## config.mk

```make
export PLATFORM = sky130hd
export DESIGN_NAME = uart_rx
export DESIGN_NICKNAME = d
export VERILOG_FILES = /design/src/rtl/uart_pkg.sv /design/src/rtl/uart_rx_sync.sv /design/src/rtl/uart_rx.sv
export SDC_FILE = /design/constraint.sdc
export NUM_CORES = 1
export LEC_CHECK = 0
export BUFFER_PORTS_ARGS = -buffer_cell sky130_fd_sc_hd__buf_2
export CORE_ASPECT_RATIO = 0.5
export CORE_UTILIZATION = 48
export CTS_CLUSTER_DIAMETER = 60
export DETAILED_ROUTE_END_ITERATION = 16
export PLACE_DENSITY_LB_ADDON = 0.1
export SLEW_MARGIN = 20
export SYNTH_ARGS = -nofsm -noshare
export SYNTH_HDL_FRONTEND = slang
export SYNTH_SLANG_ARGS = --single-unit
```

## constraint.sdc

```tcl
create_clock -name clk -period 3.4 [get_ports clk]
set_input_delay 0.68 -clock clk [delete_from_list [all_inputs] [get_ports clk]]
set_output_delay 0.68 -clock clk [all_outputs]
set_load 0.005 [all_outputs]
```

## src/rtl/uart_pkg.sv

```systemverilog
// -----------------------------------------------------------------------------
// uart_pkg
//   Constants and types shared by the UART blocks (uart_rx, uart_tx).
//   - Frame format: DATA_BITS data bits, LSB first, one stop bit (8N1).
//   - OVERSAMPLE baud ticks per bit. The receiver samples at the bit centre.
//   - uart_state_e: 3-bit FSM state encoding used by the receiver.
//   - majority3(): 2-of-3 vote used when majority sampling is enabled.
//   No ports (package).
// -----------------------------------------------------------------------------
package uart_pkg;

    localparam int DATA_BITS  = 8;
    localparam int OVERSAMPLE = 16;

    // Tick positions inside one bit period; tick_cnt runs 0..15.
    localparam logic [3:0] SAMPLE_TICK   = 4'd7;   // centre of the bit
    localparam logic [3:0] MAJ_LAST_TICK = 4'd9;   // last of the samples at 7, 8, 9
    localparam logic [3:0] LAST_TICK     = 4'd15;  // end of the bit period

    typedef enum logic [2:0] {
        IDLE  = 3'd0,
        START = 3'd1,
        DATA  = 3'd2,
        STOP  = 3'd3,
        BREAK = 3'd4
    } uart_state_e;

    function automatic logic majority3(input logic a, input logic b, input logic c);
        return (a & b) | (a & c) | (b & c);
    endfunction

endpackage

```

## src/rtl/uart_rx_sync.sv

```systemverilog
// -----------------------------------------------------------------------------
// uart_rx_sync
//   Two-flop synchroniser for the asynchronous serial input. Both stages reset
//   to 1 (the idle line level) so that reset never looks like a start bit.
//   Ports:
//     clk    in   system clock
//     reset  in   asynchronous, active-high reset
//     i_d    in   asynchronous input (serial line)
//     o_q    out  synchronised copy of i_d, two clk later
// -----------------------------------------------------------------------------
module uart_rx_sync
    import uart_pkg::*;
(
    input  logic clk,
    input  logic reset,
    input  logic i_d,
    output logic o_q
);

    logic meta_d, meta_q;
    logic sync_d, sync_q;

    always_comb begin
        meta_d = i_d;
        sync_d = meta_q;
    end

    // NOTE: flops use non-blocking assignments so each stage captures the
    // value its predecessor held before the edge; blocking here would collapse
    // the two stages into one.
    always_ff @(posedge clk or posedge reset) begin
        if (reset) begin
            meta_q <= 1'b1;
            sync_q <= 1'b1;
        end else begin
            meta_q <= meta_d;
            sync_q <= sync_d;
        end
    end

    assign o_q = sync_q;

endmodule

```

## src/rtl/uart_rx.sv

```systemverilog
// -----------------------------------------------------------------------------
// uart_rx
//   8N1 UART receiver driven by the shared 16x oversampling baud tick.
//   The line is synchronised, a low level on a baud tick starts a frame, every
//   bit is sampled at its centre and a good byte is delivered with a one-clk
//   done strobe. A low stop bit raises a one-clk frame-error strobe and the
//   receiver then waits for the line to return high before looking for a new
//   start bit.
//
//   Build option (macro UART_RX_MAJORITY_EN):
//     defined   - each bit is sampled at ticks 7, 8, 9 and decided by 2-of-3
//                 majority at tick 9 (done/err two ticks later).
//     undefined - single sample and decision at tick 7.
//
//   Ports:
//     clk          in   system clock
//     reset        in   asynchronous, active-high reset
//     i_rx         in   serial line, asynchronous to clk, idle high
//     i_baud_tick  in   one-clk pulse at 16x the baud rate
//     o_rx_data    out  last correctly framed byte, held until the next one
//     o_rx_done    out  one-clk pulse when o_rx_data is updated
//     o_rx_busy    out  high while in START, DATA or STOP
//     o_frame_err  out  one-clk pulse when the stop bit is sampled low
// -----------------------------------------------------------------------------
module uart_rx #(
    parameter int DATA_BITS  = uart_pkg::DATA_BITS,
    parameter int OVERSAMPLE = uart_pkg::OVERSAMPLE
) (
    input  logic                 clk,
    input  logic                 reset,
    input  logic                 i_rx,
    input  logic                 i_baud_tick,
    output logic [DATA_BITS-1:0] o_rx_data,
    output logic                 o_rx_done,
    output logic                 o_rx_busy,
    output logic                 o_frame_err
);

    import uart_pkg::*;

    // The tick counter is fixed at 4 bits, so only 16x oversampling works.
    if (OVERSAMPLE != 16 || DATA_BITS < 2) begin : g_bad_config
        $error("uart_rx: only OVERSAMPLE=16 and DATA_BITS>=2 are supported");
    end

    localparam int BIT_CNT_W = $clog2(DATA_BITS);
    localparam logic [BIT_CNT_W-1:0] LAST_BIT = BIT_CNT_W'(DATA_BITS - 1);

`ifdef UART_RX_MAJORITY_EN
    localparam logic [3:0] DECIDE_TICK = MAJ_LAST_TICK;
`else
    localparam logic [3:0] DECIDE_TICK = SAMPLE_TICK;
`endif

    // -------------------------------------------------------------------------
    // Input synchroniser
    // -------------------------------------------------------------------------
    logic rx_s;

    uart_rx_sync u_sync (
        .clk   (clk),
        .reset (reset),
        .i_d   (i_rx),
        .o_q   (rx_s)
    );

    // -------------------------------------------------------------------------
    // State
    // -------------------------------------------------------------------------
    uart_state_e           state_d,    state_q;
    logic [3:0]            tick_cnt_d, tick_cnt_q;
    logic [BIT_CNT_W-1:0]  bit_cnt_d,  bit_cnt_q;
    logic [DATA_BITS-1:0]  shift_d,    shift_q;
    logic [DATA_BITS-1:0]  data_d,     data_q;
    logic                  done_d,     done_q;
    logic                  err_d,      err_q;
    logic                  busy_d,     busy_q;
`ifdef UART_RX_MAJORITY_EN
    logic [1:0]            hist_d,     hist_q;   // samples from the two previous ticks
`endif

    // Bit value used at the decision tick.
    logic bit_val;
    // Baud tick that lands on the decision point / the end of the bit.
    logic decide_tick;
    logic last_tick;
    logic in_frame;

`ifdef UART_RX_MAJORITY_EN
    // At tick 9, hist_q[1] holds the tick-7 sample and hist_q[0] the tick-8 one.
    assign bit_val = majority3(hist_q[1], hist_q[0], rx_s);
`else
    assign bit_val = rx_s;
`endif

    assign decide_tick = i_baud_tick && (tick_cnt_q == DECIDE_TICK);
    assign last_tick   = i_baud_tick && (tick_cnt_q == LAST_TICK);
    assign in_frame    = (state_q == START) || (state_q == DATA) || (state_q == STOP);

    // -------------------------------------------------------------------------
    // Next-state logic
    // -------------------------------------------------------------------------
    always_comb begin
        // NOTE: every signal gets its hold/idle value first so that no branch
        // of the case below can leave one unassigned and infer a latch.
        state_d    = state_q;
        tick_cnt_d = tick_cnt_q;
        bit_cnt_d  = bit_cnt_q;
        shift_d    = shift_q;
        data_d     = data_q;
        done_d     = 1'b0;
        err_d      = 1'b0;
`ifdef UART_RX_MAJORITY_EN
        hist_d     = hist_q;
        if (i_baud_tick && in_frame) begin
            hist_d = {hist_q[0], rx_s};
        end
`endif

        case (state_q)
            IDLE: begin
                // The tick that sees the low line is tick 0 of the start bit.
                if (i_baud_tick && !rx_s) begin
                    state_d    = START;
                    tick_cnt_d = 4'd1;
                end
            end

            START: begin
                if (i_baud_tick) begin
                    tick_cnt_d = tick_cnt_q + 4'd1;
                    if (decide_tick && bit_val) begin
                        // Line went back high before mid-bit: a glitch.
                        state_d    = IDLE;
                        tick_cnt_d = 4'd0;
                    end else if (last_tick) begin
                        state_d    = DATA;
                        tick_cnt_d = 4'd0;
                        bit_cnt_d  = '0;
                    end
                end
            end

            DATA: begin
                if (i_baud_tick) begin
                    tick_cnt_d = tick_cnt_q + 4'd1;   // wraps 15 -> 0
                    if (decide_tick) begin
                        shift_d = {bit_val, shift_q[DATA_BITS-1:1]};   // LSB first
                    end
                    if (last_tick) begin
                        if (bit_cnt_q == LAST_BIT) begin
                            state_d = STOP;
                        end else begin
                            bit_cnt_d = bit_cnt_q + 1'b1;
                        end
                    end
                end
            end

            STOP: begin
                // Decide at mid stop bit rather than its end, leaving half a
                // bit of slack to catch a back-to-back start edge.
                if (i_baud_tick) begin
                    tick_cnt_d = tick_cnt_q + 4'd1;
                    if (decide_tick) begin
                        tick_cnt_d = 4'd0;
                        if (bit_val) begin
                            data_d  = shift_q;
                            done_d  = 1'b1;
                            state_d = IDLE;
                        end else begin
                            err_d   = 1'b1;
                            state_d = BREAK;
                        end
                    end
                end
            end

            BREAK: begin
                // Hold off start detection until the line has returned high.
                if (i_baud_tick && rx_s) begin
                    state_d = IDLE;
                end
            end

            default: begin
                state_d    = IDLE;
                tick_cnt_d = 4'd0;
            end
        endcase

        // Registered from the next state so busy changes together with state_q.
        busy_d = (state_d == START) || (state_d == DATA) || (state_d == STOP);
    end

    // -------------------------------------------------------------------------
    // Registers
    // -------------------------------------------------------------------------
    always_ff @(posedge clk or posedge reset) begin
        if (reset) begin
            state_q    <= IDLE;
            tick_cnt_q <= 4'd0;
            bit_cnt_q  <= '0;
            shift_q    <= '0;
            data_q     <= '0;
            done_q     <= 1'b0;
            err_q      <= 1'b0;
            busy_q     <= 1'b0;
        end else begin
            state_q    <= state_d;
            tick_cnt_q <= tick_cnt_d;
            bit_cnt_q  <= bit_cnt_d;
            shift_q    <= shift_d;
            data_q     <= data_d;
            done_q     <= done_d;
            err_q      <= err_d;
            busy_q     <= busy_d;
        end
    end

`ifdef UART_RX_MAJORITY_EN
    always_ff @(posedge clk or posedge reset) begin
        if (reset) begin
            hist_q <= 2'b00;
        end else begin
            hist_q <= hist_d;
        end
    end
`endif

    // -------------------------------------------------------------------------
    // Outputs
    // -------------------------------------------------------------------------
    assign o_rx_data   = data_q;
    assign o_rx_done   = done_q;
    assign o_rx_busy   = busy_q;
    assign o_frame_err = err_q;

endmodule

```

Word level (Yosys, flattened, before mapping)
Cells that the tools add are included.

Bits in registers: 31. Bits of input ports: 4. Output and inout port bits: 11.

Add/sub/neg operators: 2. Equal/unequal tests: 18. Multiplexer cells: 35. Bitwise logic cells: 1. Reduce and logical (&&, ||, !) cells: 14.

Operator list (count): 3-bit 2-to-1 mux (17); 4-bit 2-to-1 mux (7); 4-bit one-hot mux with 5 select lines (1); 2-bit != test, second input constant (8); 3-bit one-hot mux with 5 select lines (1); 3-bit by 2-bit equality test with 1-bit output, second input constant (4); 1-bit 2-to-1 mux (8); 7-bit AND reduction (1); 3-bit by 1-bit equality test with 1-bit output, second input constant (2); 3-bit equality test, second input constant (2); 3-bit one-hot mux with 2 select lines (1); 1-bit logical AND (5); 5-bit AND reduction (1); 4-bit by 1-bit adder with 4-bit output, second input constant (1); 4-bit by 3-bit equality test with 1-bit output, second input constant (1); 4-bit equality test, second input constant (1); 4-bit AND reduction (1); 3-bit by 1-bit adder with 3-bit output, second input constant (1); 3-bit zero test (1); 3-bit AND reduction (1); 1-bit logical OR (2); 2-bit nonzero test (1); 1-bit zero test (1); 1-bit NOT (1).

Logic depth before layout (Yosys ltp)
Gate-level depths: netlist (run 1).

Depth after elaboration: 9. Mapped depth: 6.

By module
From an unflattened synthesis (run 1), not the netlist that was laid out.

Cell total of the unflattened synthesis: 116. Area, all modules: 1417.6 um^2.

Modules (own cells, without submodules): uart_rx (times used 1, cells an instance 113, area an instance 1361.3 um^2); uart_rx_sync (times used 1, cells an instance 3, area an instance 56.3 um^2).

Worst setup path after synthesis (run 1)
Ideal clock, no wire load.

Path kind: input -> register. From: in i_baud_tick. To: reg bit_cnt_q[0]. Arrival time: 1.767 ns. Required time: 3.275 ns. Setup slack: 1.508 ns. Cell stages on the path: 4. Path buffers: 1. Cells stage by stage: buf_4 nand3_2 or4b_4 mux2_4.

Word-level cells in the longest chain between the ends: 4. Elaborated cells on any way between the ends: 9. Classes of those cells: eq/ne (5); reduce/logical (4).

Ends and longest elaborated chain: start: declaration (line uart_rx.sv:32) `input logic i_baud_tick,`; 1-bit logical AND (line uart_rx.sv:96) `assign decide_tick = i_baud_tick && (tick_cnt_q == DECIDE_TICK);`; 1-bit logical AND (line uart_rx.sv:132) `if (decide_tick && bit_val) begin`; 2-bit != test (no line); 7-bit AND reduction (no line) (*); end signal: assignment (line uart_rx.sv:212) `bit_cnt_q <= bit_cnt_d;`; end: declaration (line uart_rx.sv:72) `logic [BIT_CNT_W-1:0] bit_cnt_d, bit_cnt_q;`.

Every way passes the cells marked *; elsewhere a longest branch is shown, timed or not. A chain may end at the register's enable or synchronous reset.

Worst setup path after layout (run 1)
From: reg bit_cnt_q[0]. To: reg bit_cnt_q[0].

Word-level cells in the longest chain between the ends: 5. Elaborated cells on any way between the ends: 8. Classes of those cells: add/sub (1); eq/ne (2); mux (4); reduce/logical (1).

Ends and longest elaborated chain: 3-bit by 1-bit adder with 3-bit output (line uart_rx.sv:154) `bit_cnt_d = bit_cnt_q + 1'b1;`; 3-bit 2-to-1 mux (line uart_rx.sv:151) `if (bit_cnt_q == LAST_BIT) begin`; 3-bit 2-to-1 mux (line uart_rx.sv:150) `if (last_tick) begin`; 3-bit 2-to-1 mux (line uart_rx.sv:145) `if (i_baud_tick) begin`; 3-bit one-hot mux with 2 select lines (line uart_rx.sv:120) `case (state_q)`.

Parallel ways exist; a longest one is shown, timed or not. The select of a mux whose other input is x is not followed.

==> results of run 1 <==
per-layer routing:
| metal | global-route usage | vias to the layer above |
|---|---|---|
| met5 | 0 | - |
| met4 | 0.100 | 0 |
| met1 | 0.225 | 458 |
| met3 | 0.0733 | 5 |
| li1 | - | 458 |
| met2 | 0.274 | 30 |
kinds of logic after synthesis:
logic type                 after synthesis  share of synthesized area
and+or+nand+nor                         37                      0.152
DFF                                     31                      0.539
muxes                                   21                      0.163
AOI/OAI and AO/OA                       17                     0.0763
buffers and inverters                   11                     0.0442
adders and majority gates                3                     0.0260
placed cells by master, fill, tap and decap left out, types with 2 or more instances in the layout:
| cell type | count |
|---|---|
| a21oi_1 | 5 |
| buf_2 | 14 |
| clkbuf_8 | 5 |
| dfrtp_1 | 29 |
| dfstp_2 | 2 |
| ha_1 | 3 |
| inv_1 | 4 |
| mux2_2 | 16 |
| mux2i_1 | 4 |
| nand2_1 | 6 |
| nand2b_1 | 3 |
| nand3_1 | 2 |
| nand4_1 | 2 |
| nor2_1 | 10 |
| nor2b_1 | 3 |
| o21ai_0 | 4 |
| o22ai_1 | 2 |
report_power, final:
group          internal (mW)  total (mW)  switching (mW)
sequential             0.420       0.505          0.0848
combinational         0.0972       0.197           0.100
clock                  0.143       0.279           0.136
state kept, by name, indices dropped and copies added, names as in the netlist:
register and flops:
u_sync.o_q 1, tick_cnt_q 4, state_q 3, bit_cnt_q 3, o_rx_done 1, u_sync.meta_q 1, o_frame_err 1, shift_q 8
o_rx_busy 1, o_rx_data 8
cell type report:
| cell class | count | area share |
|---|---|---|
| timing repair buffer | 15 | 0.0484 |
| multi-input combinational | 78 | 0.375 |
| inverter | 4 | 0.00936 |
| clock buffer | 6 | 0.0452 |
| tap | 37 | 0.0289 |
| clock inverter | 2 | 0.00780 |
| sequential | 31 | 0.485 |
critical path: cells and delay by family (launching register included):
kind,cells,cell delay [ns]
flops,1,0.40
fa+ha+maj,2,0.39
simple gates,2,0.65
mux,2,0.39
path summary, 6_finish.rpt:
check,end,start,slack [ns]
setup / recovery,bit_cnt_q[0],bit_cnt_q[0],1.45
hold / removal,u_sync.o_q,u_sync.meta_q,0.36
setup reg to reg,bit_cnt_q[0],bit_cnt_q[0],1.45
hold reg to reg,u_sync.o_q,u_sync.meta_q,0.36
max in group asynchronous,u_sync.o_q,reset,2.62
min in group asynchronous,o_rx_data[7],reset,0.46
stage by stage:
step	instances	setup WS (ns)	instance area, um2	hold WS, ns	power, mW
global placement	165	1.34	1520	0.347	0.700
global route	173	1.36	1600	0.368	1.05
detailed placement	165	1.32	1520	0.349	0.708
floorplan	120	1.51	1440	0.345	0.684
finish	173	1.45	1600	0.357	0.981
CTS	173	1.44	1600	0.358	0.991
==> results.yml, run 1 <==
final_layout:
  nets: 142
  post-route-util: 0.591
  nFillCells: 239
  drive_gt1_frac: 0.338
  multi_input_area_um2: 602
  syn_to_final_growth_pct: 11.1
  diodes: 0
  ff_latch_area_um2: 778
critical_path:
  crit_path_end_kind: "flip-flop"
  cp-start-kind: "flip-flop"
  cpPeakStageDelay_ns: 0.57
  crit_slowest_cell: "or4b_4"
  critical_path.most_common_cell: "ha_1"
  crit_chain: "ha_1 > ha_1 > nor2_1 > mux2i_1 > or4b_4 > mux2_4"
  cp.required_ns: 3.57
  critical_path_class: "reg2reg"
  arrival_ns: 2.12
  critical_path.max_fanout: 3
  reg2regPathDepth: 6
sta:
  min_period_ns: 1.95
  fin_tns_setup_ns: 0
  tightest_slew_ns: 0.582
  rsz0062_at_grt: "false"
  finalCritPeriodShare: 0.574
  finClkSkew_ns: 0.00444
  slew_headroom: 0.611
  hold_viol: 0
  fmax_ghz: 0.512
  setup_viol: 0
  maxSlewViolCount: 0
floorplan:
  row_count: 13
  die_area_mm2: 0.00324
  die-width_um: 79.6
  start_util: 0.532
  fp.coreArea_mm2: 0.00272
  ios: 15
  die_h_um: 40.8
min_path:
  min_path_cells: 0
  hold_class: "reg2reg"
clock_tree:
  path_clk_slew_ns: 0.07
  hold_buffers: 0
  post_cts_resized: 0
  clock_sink_count: 31
  cts_tree: "built"
  ctsHtreeMaxLevel: 2
  clk_path_buf_depth: 2
  insertion_delay_ns: 0.28
  cts-root-buf: "clkbuf_8"
  postCtsSetupBuffers: 0
  cts_made_buffers: 5
routing:
  wl_per_cell_um: 14.1
  drc_errors: 0
  drt_iter0_drc: 65
  antenna_left: 0
  vias: 951
  wl_met2_mm: 1.09
  dr.pass1.iters: 4
  met3_length_um: 158
  highest_layer: "met4"
  detail_route.wirelength.met1_mm: 1.16
  routed_wl_mm: 2.45
  viasPerCell: 5.50
place:
  port-buffer-count: 14
  hpwl_mm: 1.62
  globalplace.congestion: 0.757
synthesis:
  post_synth_num_cell_types: 37
  synth_area_mm2: 0.00144
  synth_edf_count: 0
  synthCells: 120
  ys_ff_latch: 31
  async_flop_share: 1.00
  synth_common_cells: "dfrtp_1, mux2_2, nor2_1"
  synthMostInstantiatedCell: "dfrtp_1"
  yosysWarnings: 0
  synth_area_per_cell_um2: 12.0
  yosysTopAreaCell: "dfrtp_1"
  synth_fp_nets: 127
  synthTopCellsByArea: "dfrtp_1, mux2_2, dfstp_2, mux2i_1, ha_1"
  ys_seq_area_frac: 0.539
  synth_top_area_share: 0.503
  synthFlopType: "dfrtp_1"
global_route:
  grtUsageTotal: 0.180
  grt_first_pass_wirelength_mm: 4.04
  gr-total-overflow: 0
  grt_pass1_vias: 862
  grt_max_degree: 32
  antenna_found_initial: 0
power:
  powerDensity_mw_per_mm2: 611
  peakVddDrop_mv: 0.317
  power_leakage_nw: 0.809
flow_run:
  maxCapViolCount: 0
status:
  status: "finished, final reports clean"
Power figures use the tool's default switching activity.
==> run 2: changes to the inputs <==
--- a/config.mk
+++ b/config.mk
@@ -5,6 +5,7 @@
 export SDC_FILE = /design/constraint.sdc
 export NUM_CORES = 1
 export LEC_CHECK = 0
+export ABC_AREA = 1
 export BUFFER_PORTS_ARGS = -buffer_cell sky130_fd_sc_hd__buf_2
 export CORE_ASPECT_RATIO = 0.5
 export CORE_UTILIZATION = 48
==> constraint.sdc (replaced) <==
create_clock -name clk -period 1.95 [get_ports clk]
set_input_delay 0.39 -clock clk [delete_from_list [all_inputs] [get_ports clk]]
set_output_delay 0.39 -clock clk [all_outputs]
set_load 0.005 [all_outputs]
==> run 2 against run 1 <==
Core utilization rose by 3.1 points; clock skew rose by 0.0025 ns; count of clock-buffer cells in the layout did not move; first-iteration DRC count fell by 43%; worst hold slack got worse by 0.22 ns; maximum frequency rose by 18%.
==> results.yml, run 2 <==
critical_path:
  critical_path_class: "reg2reg"
  arrival_ns: 1.83
  critical_path.max_fanout: 16
  crit_path_end_kind: "flip-flop"
  cp.required_ns: 2.12
  cp-start-kind: "flip-flop"
final_layout:
  final_common_cell: "nand2_1"
  diodes: 0
  nFillCells: 240
  post-route-util: 0.621
  nets: 191
  layout.cells.non_filler: 222
  syn_to_final_growth_pct: 15.7
  drive_gt1_frac: 0.286
  final_cell_mix: "nand2_1, dfrtp_1, inv_1"
clock_tree:
  hold_buffers: 0
  clock_sink_count: 31
  post_cts_resized: 0
  ctsHtreeMaxLevel: 2
  cts-root-buf: "clkbuf_8"
  cts_tree: "built"
  cts_made_buffers: 5
  insertion_delay_ns: 0.28
  path_clk_slew_ns: 0.07
  clk_path_buf_depth: 2
  postCtsSetupBuffers: 0
routing:
  drt_iter0_drc: 37
  viasPerCell: 4.78
  drc_errors: 0
  wl_per_cell_um: 11.3
  routed_wl_mm: 2.50
  antenna_left: 0
  dr.pass1.iters: 4
  vias: 1062
synthesis:
  synth_top_area_share: 0.492
  post_synth_num_cell_types: 27
  synthFlopType: "dfrtp_1"
  synth_area_per_cell_um2: 9.00
  synthCells: 164
  async_flop_share: 1.00
  ys_ff_latch: 31
  ys_seq_area_frac: 0.527
  synthTopCellsByArea: "dfrtp_1, nand2_1, o21ai_2, inv_1, dfstp_2"
  synth_edf_count: 0
  yosysTopAreaCell: "dfrtp_1"
  synth_area_mm2: 0.00148
  synthMostInstantiatedCell: "nand2_1"
  synth_fp_nets: 171
  yosysWarnings: 0
  synth_common_cells: "nand2_1, dfrtp_1, inv_1"
sta:
  maxSlewViolCount: 0
  finalCritPeriodShare: 0.849
  hold_viol: 0
  slew_headroom: 0.762
  fmax_ghz: 0.604
  setup_viol: 0
  fin_tns_setup_ns: 0
  setup_slack_ns: 0.294
  min_period_ns: 1.66
  tightest_slew_ns: 0.355
  finClkSkew_ns: 0.00690
  rsz0062_at_grt: "false"
  whs_ns: 0.134
global_route:
  gr-total-overflow: 0
  grt_max_degree: 32
  grt_pass1_vias: 980
  antenna_found_initial: 0
  grt_first_pass_wirelength_mm: 4.17
  grtUsageTotal: 0.179
power:
  peakVddDrop_mv: 0.632
  power_leakage_nw: 0.883
  switching_share: 0.349
  seqPwrFrac: 0.384
  p_comb_frac: 0.311
  p_clk_frac: 0.305
  p_sw_mw: 0.746
  intPower_mw: 1.39
  powerDensity_mw_per_mm2: 1250
floorplan:
  fp.coreArea_mm2: 0.00275
  ios: 15
  die_area_mm2: 0.00331
  start_util: 0.537
  die_h_um: 41.2
  row_count: 13
  die-width_um: 80.4
place:
  port-buffer-count: 14
  hpwl_mm: 1.79
  dp_cells: 214
  pre_cts_slack_ns: 0.287
  globalplace.congestion: 0.838
min_path:
  hold_class: "in2async"
status:
  status: "finished, final reports clean"
flow_run:
  maxCapViolCount: 0
## run 2: cell types whose count changed in the layout (fill, tap and decap cells not counted), moves of 4 or more
cell	change
a21oi_1	-4
inv_1	+13
inv_2	+6
mux2_2	-16
mux2i_1	-4
nand2_1	+41
nand3_1	+8
nor2_1	-4
o21ai_1	+8
o21ai_2	+8
## run 2: cell type report
cell class	count	area, um2	share of cell area
inverter	24	90.1	0.0527
clock inverter	2	35.0	0.0205
timing repair buffer	15	90.1	0.0527
clock buffer	6	82.6	0.0484
sequential	31	778	0.456
multi-input combinational	107	586	0.343
tap	37	46.3	0.0271
## run 2: logic make-up after synthesis
kind of cell | share of synthesized area
AND/OR/NAND/NOR | 0.239
flip-flops | 0.527
AO/OA/AOI/OAI | 0.120
buffers and inverters | 0.0763
adder cells (fa/ha/maj) | 0.0254
XOR/XNOR | 0.0119
## run 2: power groups by stage
stage               clock (mW)  sequential [mW]  combinational, mW
floorplan                    0            0.816              0.539
global placement             0            0.827              0.660
detailed placement           0            0.831              0.667
CTS                      0.673            0.819              0.669
global route             0.700            0.835              0.763
finish                   0.652            0.821              0.666
## run 2: critical path: stages, from the launching register on
cell,delay [ns]
dfrtp_1,0.42
ha_1,0.24
nand2_1,0.11
clkinv_1,0.11
nand3_2,0.12
inv_1,0.06
nand2_2,0.27
inv_1,0.11
nand2_1,0.08
nand2_1,0.04
## run 2: through the flow
step	area [um2]	power, mW
6_report	1710	2.14
5_1_grt	1710	2.30
4_1_cts	1710	2.16
3_5_place_dp	1590	1.50
3_3_place_gp	1590	1.49
2_1_floorplan	1480	1.36
## run 2: final timing paths
kind | startpoint | endpoint | slack, ns | cells past startpoint
max | tick_cnt_q[0] | o_rx_data[0] | 0.29 | 9
min | reset | shift_q[6] | 0.13 | 3
max reg2reg | tick_cnt_q[0] | o_rx_data[0] | 0.29 | 9
min reg2reg | u_sync.meta_q | u_sync.o_q | 0.36 | 0
max in group asynchronous | reset | u_sync.meta_q | 1.58 | 3
min in group clk | i_rx | u_sync.meta_q | 0.21 | 1
## run 2: routing by layer
layer  track usage  wire length (um)
met1         0.212              1290
met2         0.318              1090
met3        0.0733               102
met4        0.0402                20
met5             0                 0
==> run 3: changes to the inputs <==
==> constraint.sdc (replaced) <==
create_clock -name clk -period 1.38 [get_ports clk]
set_input_delay 0.276 -clock clk [delete_from_list [all_inputs] [get_ports clk]]
set_output_delay 0.276 -clock clk [all_outputs]
set_load 0.005 [all_outputs]
==> run 3 against run 2 <==
Design area grew 13%; largest power group is now combinational logic; global-route usage is 0.14 points higher; clock power rose by 13%; sequential power grew 44%; core utilization is 8.1 points higher; largest cell class unchanged; combinational power is 110% higher; final cell count is 7.7% higher; sequential share of layout area fell by 5.2 points; critical endpoint is now o_rx_busy; critical path type unchanged; the flow now finishes with violations (setup timing); setup slack worse by 0.30 ns; register-to-register slack got worse by 0.30 ns.
==> results.yml, run 3 (synthesis results as in run 2) <==
final_layout:
  diodes: 0
  nFillCells: 210
  drive_gt1_frac: 0.431
  multi_input_area_um2: 694
  nets: 208
  syn_to_final_growth_pct: 30.8
  ff_latch_area_um2: 781
  final_cell_mix: "nand2_1, dfrtp_1, inv_1"
  post-route-util: 0.703
  final_common_cell: "nand2_1"
routing:
  drc_errors: 0
  routed_wl_mm: 3.03
  wl_per_cell_um: 12.7
  vias: 1168
  antenna_left: 0
  drt_iter0_drc: 36
  viasPerCell: 4.89
  dr.pass1.iters: 4
global_route:
  grtUsageTotal: 0.180
  grt_pass1_vias: 908
  antenna_found_initial: 0
  gr-total-overflow: 0
  grt_max_degree: 17
  grt_first_pass_wirelength_mm: 4.09
sta:
  setup_viol: 1
  rsz0062_at_grt: "true"
  finClkSkew_ns: 0.00611
  slew_headroom: 0.759
  hold_viol: 0
  setup_slack_ns: -0.00797
  min_period_ns: 1.39
  tightest_slew_ns: 0.361
  finalCritPeriodShare: 1.01
  maxSlewViolCount: 0
  fmax_ghz: 0.720
place:
  port-buffer-count: 14
  globalplace.congestion: 0.827
  hpwl_mm: 1.99
  pre_cts_slack_ns: -0.0580
power:
  peakVddDrop_mv: 0.796
  powerDensity_mw_per_mm2: 1710
  power_leakage_nw: 1.00
min_path:
  hold_class: "in2reg"
floorplan:
  fp.coreArea_mm2: 0.00275
  die_h_um: 41.2
  ios: 15
  die-width_um: 80.4
  start_util: 0.537
  row_count: 13
  die_area_mm2: 0.00331
clock_tree:
  clk_path_buf_depth: 2
  cts_tree: "built"
  cts_made_buffers: 5
  ctsHtreeMaxLevel: 2
  clock_sink_count: 31
  cts-root-buf: "clkbuf_8"
  insertion_delay_ns: 0.28
  path_clk_slew_ns: 0.06
status:
  status: "finished with violations"
  violations: "setup timing"
critical_path:
  critical_path_class: "reg2reg"
  critical_path.most_common_cell: "nand2_4"
  crit_path_end_kind: "flip-flop"
  critical_path.max_fanout: 4
  cp.required_ns: 1.55
  cp-start-kind: "flip-flop"
  cpPeakStageDelay_ns: 0.40
  arrival_ns: 1.55
  crit_slowest_cell: "dfrtp_1"
  crit_chain: "ha_4 > nand2_4 > inv_4 > nand3_4 > nand2_4 > buf_6 > o21ai_2 > or2_1"
  regToRegSetupSlack_ns: -0.008
flow_run:
  maxCapViolCount: 0
[run 3: per-stage QoR]
| stage | setup TNS (ns) | hold WS (ns) | power (mW) | area (um2) | cells |
|---|---|---|---|---|---|
| floorplan | 0 | 0.280 | 1.92 | 1480 | 164 |
| global placement | 0 | 0.261 | 2.20 | 1660 | 224 |
| detailed placement | -0.196 | 0.268 | 2.21 | 1660 | 224 |
| CTS | -0.0730 | 0.0816 | 2.96 | 1770 | 233 |
| global route | -0.538 | 0.0790 | 3.53 | 1930 | 239 |
| finish | -0.00797 | 0.0881 | 3.31 | 1930 | 239 |
[run 3: worst max-delay path, delay by kind of cell, from the launching register on]
kind | cells | cell delay [ns]
adders and majority gates | 1 | 0.17
buffers and inverters | 2 | 0.18
DFF | 1 | 0.40
and+or+nand+nor | 4 | 0.48
AOI/OAI and AO/OA | 1 | 0.04
[run 3: final timing paths]
path	start	endpoint	depth (start not counted)
min in group asynchronous	reset	o_rx_data[5]	3
hold / removal	i_rx	u_sync.meta_q	1
setup / recovery	tick_cnt_q[1]	o_rx_busy	8
setup reg to reg	tick_cnt_q[1]	o_rx_busy	8
max in group asynchronous	reset	u_sync.o_q	4
hold reg to reg	u_sync.meta_q	u_sync.o_q	0
[run 3: layer usage]
layer / share of wire / vias up / GRT usage / wire (um)
met4: 0.016 / 0 / 0.0893 / 48
met3: 0.040 / 6 / 0.0667 / 120
met1: 0.46 / 547 / 0.222 / 1390
met2: 0.49 / 24 / 0.290 / 1470
met5: 0 / - / 0 / 0
li1: - / 591 / - / -
[run 3: cell type report]
type | instances | share of cell area
sequential | 31 | 0.404
multi-input combinational | 107 | 0.359
timing repair buffer | 32 | 0.117
inverter | 24 | 0.0479
clock buffer | 7 | 0.0447
tap | 37 | 0.0240
clock inverter | 1 | 0.00259
[run 3: where the power goes]
group          internal (mW)  total, mW  switching (mW)  leakage, nW
Combinational          0.592       1.39           0.798        0.543
Clock                  0.402      0.734           0.332       0.0482
Sequential              1.05       1.18           0.139        0.411
Total                   2.04       3.31            1.27         1.00
[run 3: what timing repair did]
action	CTS	global route
resized for setup	2	37
hold buffers	1	0
setup buffers	0	6
endpoints found under the setup margin	7	24
endpoints found under the hold margin	8	0
pin swaps	1	14
